`config.mk`:
```
export PLATFORM = sky130hd
export DESIGN_NAME = bakraid_gp9001_bus
export DESIGN_NICKNAME = d
export VERILOG_FILES = /design/src/rtl/bakraid_gp9001_pkg.sv /design/src/rtl/bakraid_gp9001_opdec.sv /design/src/rtl/bakraid_gp9001_bus.sv
export SDC_FILE = /design/constraint.sdc
export NUM_CORES = 1
export LEC_CHECK = 0
export ABC_AREA = 1
export BUFFER_PORTS_ARGS = -buffer_cell sky130_fd_sc_hd__buf_2
export CORE_MARGIN = 2
export CORE_UTILIZATION = 53
export DETAILED_ROUTE_END_ITERATION = 6
export PLACE_DENSITY = 0.85
export SYNTH_ARGS = -nofsm -noshare
export SYNTH_HDL_FRONTEND = slang
export SYNTH_SLANG_ARGS = --single-unit
```
`constraint.sdc`:
```
create_clock -name CLK -period 4.6 [get_ports CLK]
set_input_delay 0.69 -clock CLK [delete_from_list [all_inputs] [get_ports CLK]]
set_output_delay 0.69 -clock CLK [all_outputs]
set_load 0.005 [all_outputs]
```
`src/rtl/bakraid_gp9001_pkg.sv`:
```
// Shared definitions for the bakraid GP9001 CPU bus sequencer:
// FSM states, op one-hot indices, address offsets, status bit positions.
package bakraid_gp9001_pkg;

   typedef enum logic [2:0] {
      ST_IDLE,
      ST_ISSUE,
      ST_WAIT_ACK,
      ST_RELEASE,
      ST_DTACK
   } state_t;

   localparam int OP_W              = 7;
   localparam int OP_SELECT_REG     = 0;
   localparam int OP_WRITE_REG      = 1;
   localparam int OP_WRITE_RAM      = 2;
   localparam int OP_READ_RAM_H     = 3;
   localparam int OP_READ_RAM_L     = 4;
   localparam int OP_SET_RAM_PTR    = 5;
   localparam int OP_OBJECTBANK_WR  = 6;

   localparam logic [1:0] ADDR_RAM_PTR  = 2'd0;
   localparam logic [1:0] ADDR_RAM_DATA = 2'd1;
   localparam logic [1:0] ADDR_REG_SEL  = 2'd2;
   localparam logic [1:0] ADDR_REG_DATA = 2'd3;

   localparam int STAT_HSYNC  = 0;
   localparam int STAT_VSYNC  = 8;
   localparam int STAT_FBLANK = 15;

   function automatic logic [15:0] status_word(input logic hs,
                                               input logic vs,
                                               input logic fb,
                                               input logic inv);
      logic [15:0] w;
      w = '0;
      w[STAT_HSYNC]  = hs ^ inv;
      w[STAT_VSYNC]  = vs ^ inv;
      w[STAT_FBLANK] = fb ^ inv;
      return w;
   endfunction

endpackage

```
`src/rtl/bakraid_gp9001_opdec.sv`:
```
// Combinational decode of a CPU access into a GCU op one-hot.
// A VRAM read is reported on the READ_RAM_H bit; lanes are resolved upstream.
module bakraid_gp9001_opdec
   import bakraid_gp9001_pkg::*;
(
   input  logic            sel,
   input  logic            objbank_sel,
   input  logic [2:0]      addr,
   input  logic            rnw,
   output logic [OP_W-1:0] op,
   output logic            need_gcu,
   output logic            is_status
);

   always_comb begin
      op        = '0;
      is_status = 1'b0;
      if (sel) begin
         unique case (addr[1:0])
            ADDR_RAM_PTR:  op[OP_SET_RAM_PTR] = ~rnw;
            ADDR_RAM_DATA: op[rnw ? OP_READ_RAM_H : OP_WRITE_RAM] = 1'b1;
            ADDR_REG_SEL:  op[OP_SELECT_REG] = ~rnw;
            ADDR_REG_DATA: begin
               is_status        = rnw;
               op[OP_WRITE_REG] = ~rnw;
            end
         endcase
      end else if (objbank_sel) begin
         op[OP_OBJECTBANK_WR] = ~rnw;
      end
      need_gcu = |op;
   end

endmodule

```
`src/rtl/bakraid_gp9001_bus.sv`:
```
// 68000-to-GP9001 GCU handshake sequencer with DTACK generation.
// Optional ACK timeout: define BAKRAID_GP9001_TIMEOUT_EN.
module bakraid_gp9001_bus
   import bakraid_gp9001_pkg::*;
#(
   parameter int TIMEOUT_CYCLES = 255,
   parameter bit STATUS_INV     = 1'b0
) (
   input  logic        CLK,
   input  logic        RESET,
   input  logic [2:0]  CPU_ADDR,
   input  logic [15:0] CPU_DIN,
   output logic [15:0] CPU_DOUT,
   input  logic        CPU_RNW,
   input  logic        CPU_UDSn,
   input  logic        CPU_LDSn,
   input  logic        GP9001_SEL,
   input  logic        OBJBANK_SEL,
   output logic        CPU_DTACKn,
   output logic        GP9001CS,
   input  logic        GP9001ACK,
   output logic [15:0] GP9001DIN,
   input  logic [15:0] GP9001DOUT,
   output logic        GP9001_OP_SELECT_REG,
   output logic        GP9001_OP_WRITE_REG,
   output logic        GP9001_OP_WRITE_RAM,
   output logic        GP9001_OP_READ_RAM_H,
   output logic        GP9001_OP_READ_RAM_L,
   output logic        GP9001_OP_SET_RAM_PTR,
   output logic        GP9001_OP_OBJECTBANK_WR,
   output logic [2:0]  GP9001_OBJECTBANK_SLOT,
   input  logic        CPU_HSYNC,
   input  logic        CPU_VSYNC,
   input  logic        CPU_FBLANK
);

   state_t          state_q, state_d;
   logic [OP_W-1:0] cur_op_q, cur_op_d;
   logic [OP_W-1:0] op_q, op_d;
   logic [OP_W-1:0] dec_op;
   logic            dec_need, dec_status;
   logic            cs_q, cs_d;
   logic            dtackn_q, dtackn_d;
   logic            pend_l_q, pend_l_d;
   logic [15:0]     din_q, din_d;
   logic [15:0]     dout_q, dout_d;
   logic [2:0]      slot_q, slot_d;
   logic            sel_any, ds_any, rd_op;

`ifdef BAKRAID_GP9001_TIMEOUT_EN
   localparam int CW = ($clog2(TIMEOUT_CYCLES + 1) > 8) ?
                       $clog2(TIMEOUT_CYCLES + 1) : 8;
   logic [CW-1:0] cnt_q, cnt_d;
`else
   logic tmo_unused;
   assign tmo_unused = |TIMEOUT_CYCLES;
`endif

   bakraid_gp9001_opdec u_opdec (
      .sel         (GP9001_SEL),
      .objbank_sel (OBJBANK_SEL),
      .addr        (CPU_ADDR),
      .rnw         (CPU_RNW),
      .op          (dec_op),
      .need_gcu    (dec_need),
      .is_status   (dec_status)
   );

   assign sel_any = GP9001_SEL | OBJBANK_SEL;
   assign ds_any  = ~CPU_UDSn | ~CPU_LDSn;
   assign rd_op   = cur_op_q[OP_READ_RAM_H] | cur_op_q[OP_READ_RAM_L];

   always_comb begin
      state_d  = state_q;
      cur_op_d = cur_op_q;
      pend_l_d = pend_l_q;
      din_d    = din_q;
      dout_d   = dout_q;
      slot_d   = slot_q;
      dtackn_d = 1'b1;
`ifdef BAKRAID_GP9001_TIMEOUT_EN
      cnt_d    = '0;
`endif
      unique case (state_q)
         ST_IDLE: begin
            if (sel_any && ds_any) begin
               din_d = CPU_DIN;
               if (dec_need) begin
                  cur_op_d = dec_op;
                  // LDS-only VRAM read goes straight to the low half
                  if (dec_op[OP_READ_RAM_H] && CPU_UDSn) begin
                     cur_op_d                = '0;
                     cur_op_d[OP_READ_RAM_L] = 1'b1;
                  end
                  pend_l_d = dec_op[OP_READ_RAM_H] & ~CPU_UDSn & ~CPU_LDSn;
                  dout_d   = '0;
                  if (dec_op[OP_OBJECTBANK_WR]) slot_d = CPU_ADDR;
                  state_d  = ST_ISSUE;
               end else begin
                  dout_d  = dec_status ?
                     status_word(CPU_HSYNC, CPU_VSYNC, CPU_FBLANK, STATUS_INV) :
                     16'h0000;
                  state_d = ST_DTACK;
               end
            end
         end
         ST_ISSUE: state_d = ST_WAIT_ACK;
         ST_WAIT_ACK: begin
            if (GP9001ACK) begin
               if (cur_op_q[OP_READ_RAM_H]) dout_d[15:8] = GP9001DOUT[15:8];
               if (cur_op_q[OP_READ_RAM_L]) dout_d[7:0]  = GP9001DOUT[7:0];
               state_d = ST_RELEASE;
            end
         end
         ST_RELEASE: begin
            if (!GP9001ACK) begin
               if (pend_l_q) begin
                  pend_l_d                = 1'b0;
                  cur_op_d                = '0;
                  cur_op_d[OP_READ_RAM_L] = 1'b1;
                  state_d                 = ST_ISSUE;
               end else begin
                  state_d = sel_any ? ST_DTACK : ST_IDLE;
               end
            end
         end
         ST_DTACK: begin
            if (!sel_any) state_d  = ST_IDLE;
            else          dtackn_d = 1'b0;
         end
         default: state_d = ST_IDLE;
      endcase
`ifdef BAKRAID_GP9001_TIMEOUT_EN
      if (state_q == ST_WAIT_ACK || state_q == ST_RELEASE) begin
         cnt_d = cnt_q + 1'b1;
         if (cnt_q == CW'(TIMEOUT_CYCLES - 1)) begin
            pend_l_d = 1'b0;
            if (rd_op) dout_d = 16'hFFFF;
            state_d  = ST_DTACK;
         end
      end
`endif
      // CS and strobe are registered images of the next state
      cs_d = (state_d == ST_ISSUE) || (state_d == ST_WAIT_ACK);
      op_d = cs_d ? cur_op_d : '0;
   end

   always_ff @(posedge CLK or posedge RESET) begin
      if (RESET) begin
         state_q  <= ST_IDLE;
         cur_op_q <= '0;
         op_q     <= '0;
         cs_q     <= 1'b0;
         dtackn_q <= 1'b1;
         pend_l_q <= 1'b0;
         din_q    <= '0;
         dout_q   <= '0;
         slot_q   <= '0;
      end else begin
         state_q  <= state_d;
         cur_op_q <= cur_op_d;
         op_q     <= op_d;
         cs_q     <= cs_d;
         dtackn_q <= dtackn_d;
         pend_l_q <= pend_l_d;
         din_q    <= din_d;
         dout_q   <= dout_d;
         slot_q   <= slot_d;
      end
   end

`ifdef BAKRAID_GP9001_TIMEOUT_EN
   always_ff @(posedge CLK or posedge RESET) begin
      if (RESET) cnt_q <= '0;
      else       cnt_q <= cnt_d;
   end
`endif

   assign CPU_DOUT                = dout_q;
   assign CPU_DTACKn              = dtackn_q;
   assign GP9001CS                = cs_q;
   assign GP9001DIN               = din_q;
   assign GP9001_OBJECTBANK_SLOT  = slot_q;
   assign GP9001_OP_SELECT_REG    = op_q[OP_SELECT_REG];
   assign GP9001_OP_WRITE_REG     = op_q[OP_WRITE_REG];
   assign GP9001_OP_WRITE_RAM     = op_q[OP_WRITE_RAM];
   assign GP9001_OP_READ_RAM_H    = op_q[OP_READ_RAM_H];
   assign GP9001_OP_READ_RAM_L    = op_q[OP_READ_RAM_L];
   assign GP9001_OP_SET_RAM_PTR   = op_q[OP_SET_RAM_PTR];
   assign GP9001_OP_OBJECTBANK_WR = op_q[OP_OBJECTBANK_WR];

endmodule

```
==> flow_summary_export.csv, run 1 <==
group,metric,value,unit
clock_network,htreeDepth,2,
power,power_frac_seq,39.6,%
global_route,grt_max_degree,56,
sta,skew,10.5,ps
global_route,grt_pass1_vias,2011,
synth,synth_fp_nets,350,
die,rows,25,
power,powerDensity,627,nW/um^2
final_layout,antenna_cells,0,
synth,synth.largest_area_cell,"dfrtp_1",
synth,syn_area_per_cell,8.25,um^2
final_layout,nFillCells,392,
worst_setup_path,endpoint_kind,"flop",
die,start_util,54.2,%
flow_run,maxCapViolCount,0,
power,intPower,1.13,mW
die,core-area,4630,um^2
global_route,grt_pass1_wl,8630,um
die,die_h,72.8,um
worst_setup_path,cp.required,4800,ps
synth,synth_top_family_by_area,"simple AND/OR/NAND/NOR gates",
clock_network,clkSinkCount,55,
clock_network,cts-root-buf,"clkbuf_8",
route,wl_met1,2390,um
final_layout,nNetsFinal,439,
place,dpl.hpwl,3990,um
place,port_buffers,89,
route,drtPass1Iterations,5,
route,drt_iter0_markers,105,
die,die-area,5300,um^2
synth,synth_area_leaders,"dfrtp_1 (54%), nand2_1 (20%), inv_1 (4.5%), o21ai_0 (3.4%), nand3_1 (2.6%)",
route,dr_wl_met3,277,um
synth,yosysSeqAreaShare,54.9,%
synth,netlist_area,2510,um^2
power,power_switching,799,uW
synth,yosys.area_share.adder,0,%
route,finalWirelength,5410,um
die,io_pins,90,
synth,synth_compound_area_share,6.84,%
sta,slew_headroom,27.2,%
synth,syn_inst,304,
sta,tightest_slew,1090,ps
place,gp_congestion,0.909,
sta,rsz0062_at_grt,"false",
final_layout,final_cell_mix,"nand2_1 (131), buf_2 (89), dfrtp_1 (54)",
power,ir_drop,0.257,mV
sta,tns,0,ps
sta,drv_slew,0,
worst_setup_path,critPathKind,"flop to flop",
final_layout,area_growth,22.6,%
power,clkPwrFrac,15.8,%
sta,setup_viol,0,
power,switching_share,41.4,%
global_route,antenna_found_initial,0,
route,ant_nets,0,
synth,synth-simple-area-share,31.1,%
route,drcViolationCount,0,
clock_network,post_cts_buffers,0,
sta,fin_crit,1980,ps
clock_network,cts_tree,"done",
sta,layout_setup_ws,2620,ps
sta,finalHoldViolCount,0,
worst_setup_path,crit_start,"state_q[2]",
clock_network,hold_buffers,0,
hold_path,holdCritStartpoint,"GP9001DIN[4]",
sta,fin_crit_sh,43.0,%
final_layout,final_common_cell,"nand2_1",
route,vias_per_cell,5.01,
synth,synth_xor_area_share,0,%
global_route,overflow,0,
die,die_x,72.8,um
worst_setup_path,crit_path_start_kind,"flop",
clock_network,clk_pin_slew_worst_paths,90,ps
synth,ys_ff_latch,55,
worst_setup_path,worstPathArrival,2180,ps
synth,synth-warning-count,0,
route,wl_per_cell,12.1,um
synth,synthDistinctLibCells,26,
route,topRoutingLayerUsed,"met4",
sta,timing.fmax,0.506,GHz
clock_network,cts_resized,0,
power,p_leak,1.82,nW
synth,synthMuxAreaShare,0,%
hold_path,worstHoldPathType,"flop to flop",
global_route,grt.total_usage,21.0,%
worst_setup_path,r2r_start,"state_q[2]",
clock_network,clock_latency,310,ps
synth,synth_top_area_share,53.9,%
route,dr_total_vias,2240,
place,post-place-ws,2460,ps
clock_network,cts_buffer_depth,2,
worst_setup_path,crit_fanout,17,
power,combPwrFrac,44.6,%
final_layout,drive_gt1_share,30.0,%
run_status,status,"complete, no violations",
route,dr_wl_met2,2680,um
clock_network,cts_made_buffers,5,
-- cell usage after synthesis (all sizes together) --
master / count
dfstp: 1
o221ai: 1
nor2: 17
a21oi: 1
o211ai: 1
nand3b: 1
inv: 33
a22oi: 1
o21ai: 25
dfrtp: 54
buf: 7
nor3: 1
nand3: 16
nand4: 8
nand2: 137
-- kinds of logic after synthesis --
logic type | after synthesis
AOI/OAI and AO/OA | 29
DFF | 55
buffers and inverters | 40
and+or+nand+nor | 180
-- power groups by stage --
stage | Sequential (mW) | Combinational [mW] | Clock, mW
2_1_floorplan | 0.778 | 0.606 | 0
3_3_place_gp | 0.766 | 0.832 | 0
3_5_place_dp | 0.769 | 0.870 | 0
4_1_cts | 0.762 | 0.875 | 0.318
5_1_grt | 0.784 | 0.994 | 0.335
6_report | 0.764 | 0.861 | 0.305
-- final cells by class --
| cell class | count | area [um^2] | share of cell area (%) |
|---|---|---|---|
| Sequential cell | 55 | 1380 | 44.8 |
| Multi-Input combinational cell | 209 | 951 | 30.9 |
| Timing Repair Buffer | 89 | 445 | 14.5 |
| Inverter | 33 | 126 | 4.11 |
| Clock buffer | 5 | 68.8 | 2.24 |
| Tap cell | 54 | 67.6 | 2.20 |
| Clock inverter | 2 | 37.5 | 1.22 |
-- sequential cells by signal, indices dropped and copies added, names as in the netlist --
signal	cells
op_q	7
cur_op_q	7
state_q	3
CPU_DTACKn	1
GP9001_OBJECTBANK_SLOT	3
pend_l_q	1
CPU_DOUT	16
GP9001DIN	16
GP9001CS	1
-- final timing paths --
check | slack [ps] | depth (start not counted) | endpoint
max in group asynchronous | 3270 | 2 | cur_op_q[5]
min reg2reg | 480 | 2 | GP9001DIN[4]
max reg2reg | 2620 | 8 | CPU_DOUT[15]
min | 480 | 2 | GP9001DIN[4]
min in group asynchronous | 640 | 2 | GP9001DIN[0]
max | 2620 | 8 | CPU_DOUT[15]
-- critical path, cell delays in order, from the launching register on --
cell and delay, ps:
dfrtp_1 450, inv_1 110, nand2_1 80, nor2_2 580
a22oi_4 180, nand2_2 270, inv_1 90, nand2_1 60
nand2_1 40
-- stage by stage --
step                      instance area, um^2  hold slack, ps  total power, mW  std cells  util (%)
after floorplan                          2510             464             1.38        304         -
after global placement                   2970             459             1.60        440      64.1
after detailed placement                 2970             460             1.64        440      64.1
after CTS                                3070             485             1.95        447      66.4
after global routing                     3070             507             2.11        447      66.4
final                                    3070             481             1.93        447      66.4
-- per-layer routing --
metal | vias to the layer above | global-route usage [%]
li1 | 1125 | -
met1 | 1043 | 27.2
met2 | 65 | 34.6
met3 | 7 | 5.11
met4 | 0 | 7.20
met5 | - | 0
Note: power is estimated with default switching activity, not from simulation.
==> inputs of run 2 (changes only) <==
- ABC_AREA: 1 -> 0
- CORE_UTILIZATION: 53 -> 43
- PLACE_DENSITY: 0.85 -> 0.76
- clock period: 4.6 -> 1.8 ns (I/O delays scaled with it)
==> flow_summary_export.csv, run 2 <==
group,metric,value,unit
global_route,grt_util_met3,3.14,%
synth,synth_most_common_cell,"dfrtp_1",
worst_setup_path,worstPathArrival,1820,ps
global_route,grt_max_degree,37,
synth,yosysSeqAreaShare,59.1,%
power,power_switching,1.49,mW
synth,synth_edf_count,0,
power,powerDensity,1530,nW/um^2
synth,synth_fp_nets,226,
final_layout,final_cell_mix,"buf_2 (89), dfrtp_1 (54), mux2_2 (22)",
clock_network,clock_latency,300,ps
worst_setup_path,worst_path_largest_cell_delay,540,ps
clock_network,cts_resized,0,
sta,skew,3.58,ps
global_route,met2_usage,27.8,%
clock_network,clk_pin_slew_worst_paths,90,ps
die,die_h,77.6,um
route,vias_per_cell,5.20,
clock_network,clkSinkCount,55,
synth,synthDistinctLibCells,39,
place,post-place-ws,168,ps
final_layout,antenna_cells,0,
worst_setup_path,reg2reg_to,"CPU_DOUT[0]",
hold_path,holdCritStartpoint,"GP9001DOUT[1]",
final_layout,final_common_cell,"buf_2",
global_route,grt_busiest_layer,"met2",
clock_network,post_cts_buffers,0,
synth,syn_inst,180,
die,rows,26,
synth,ys_ff_latch,55,
synth,synth_top_area_share,58.0,%
die,start_util,45.0,%
place,gp_congestion,0.884,
route,drt_iter0_markers,95,
sta,tns,0,ps
sta,slew_headroom,63.4,%
global_route,grt.total_usage,16.7,%
synth,syn_area_per_cell,12.9,um^2
place,place_inst,337,
power,ir_drop,0.673,mV
worst_setup_path,r2r_start,"state_q[1]",
sta,fin_crit,1630,ps
global_route,antenna_found_initial,0,
final_layout,finalNonFillerCells,346,
route,dr_total_vias,1800,
clock_network,cts-root-buf,"clkbuf_8",
die,core-area,5170,um^2
clock_network,cts_made_buffers,5,
synth,synth.largest_area_cell,"dfrtp_1",
worst_setup_path,endpoint_kind,"flop",
sta,timing.hold.ws,188,ps
sta,drv_slew,0,
synth,synth_area_leaders,"dfrtp_1 (58%), mux2_2 (11%), a22o_1 (6.0%), o211ai_1 (2.6%), nand2_1 (2.3%)",
hold_path,min_to,"CPU_DOUT[1]",
sta,timing.fmax,0.613,GHz
sta,tightest_slew,545,ps
worst_setup_path,cp.required,1980,ps
die,die_x,77.6,um
sta,rsz0062_at_grt,"false",
synth,netlist_area,2330,um^2
place,postPlaceCellArea,2870,um^2
route,wl_per_cell,14.4,um
worst_setup_path,critPathKind,"flop to flop",
run_status,status,"complete, no violations",
global_route,grt_pass1_vias,1812,
sta,finalHoldViolCount,0,
worst_setup_path,reg2reg_depth,4,
global_route,grtUsageMet1,21.9,%
synth,ys_top_cells_by_count,"dfrtp_1 (54), mux2_2 (22), a22o_1 (16)",
power,clkPwrFrac,15.6,%
final_layout,nNetsFinal,321,
hold_path,whs_path_depth,2,
worst_setup_path,r2r_setup_slack,170,ps
clock_network,htreeDepth,2,
worst_setup_path,slowest_stage,"dfrtp_1",
power,switching_share,32.6,%
final_layout,fin_area,2980,um^2
power,p_total,4.57,mW
die,io_pins,90,
route,finalWirelength,4970,um
global_route,grt_pass1_wl,8180,um
final_layout,drive_gt1_share,49.3,%
sta,setup_viol,0,
clock_network,cts_buffer_depth,2,
final_layout,area_growth,27.7,%
route,drcViolationCount,0,
power,p_leak,1.53,nW
sta,layout_setup_ws,168,ps
power,intPower,3.08,mW
synth,synth-async-reset-ratio,100,%
power,power_frac_seq,45.7,%
sta,fin_crit_sh,90.7,%
flow_run,maxCapViolCount,0,
synth,synthFlopType,"dfrtp_1",
hold_path,worstHoldPathType,"primary input to flop",
worst_setup_path,crit_fanout,10,
global_route,overflow,0,
die,die-area,6020,um^2
place,port_buffers,89,
worst_setup_path,crit_path_start_kind,"flop",
power,combPwrFrac,38.6,%
synth,synth-warning-count,0,
place,dpl.hpwl,3730,um
clock_network,cts_tree,"done",
worst_setup_path,cp_cell_sequence,"nor3b_2 -> nor3_1 -> a22o_1 -> mux2_2",
route,drtPass1Iterations,4,
route,ant_nets,0,
final_layout,finalCoreUtilization,57.5,%
[run 2: worst max path at each step]
stage / startpoint / to
3_3_place_gp: CPU_ADDR[1] / op_q[4]
3_5_place_dp: CPU_ADDR[1] / op_q[3]
2_1_floorplan: RESET / CPU_DOUT[0]
4_1_cts: state_q[1] / CPU_DOUT[0]
5_1_grt: state_q[1] / CPU_DOUT[15]
6_report: state_q[1] / CPU_DOUT[0]
[run 2: critical path, delay by kind of cell, from the launching register on]
| kind | cells | cell delay, ps |
|---|---|---|
| compound gates | 1 | 190 |
| simple gates | 2 | 530 |
| flops | 1 | 540 |
| mux | 1 | 260 |
[run 2: logic make-up (layout without fill, tap and decap cells)]
group	after synthesis	after routing	synth area share (%)
muxes	22	22	10.6
AOI/OAI and AO/OA	45	45	15.5
buffers and inverters	12	108	3.01
DFF	55	55	59.1
and+or+nand+nor	46	46	11.8
[run 2: area by class of cell]
cell class	instances	area, um^2
inverter	4	15.0
multi-input combinational	113	882
fill	458	2200
tap	70	87.6
sequential	55	1380
timing repair buffer	96	513
clock buffer	8	100
[run 2: per-layer routing]
metal  vias up  wire length (um)
met4         0                76
li1        852                 -
met5         -                 0
met3         9               256
met2        62              2360
met1       877              2280
[run 2: what timing repair did]
action | in CTS | in global routing
endpoints found under the hold margin | 18 | 0
endpoints found under the setup margin | 0 | 0
hold buffers | 1 | 0
[run 2: power groups by stage]
stage	combinational, mW	clock (mW)	sequential, mW
after CTS	1.80	0.743	2.09
after detailed placement	1.79	0	2.11
after global routing	1.95	0.798	2.16
after global placement	1.74	0	2.09
final	1.76	0.714	2.09
after floorplan	1.09	0	2.08
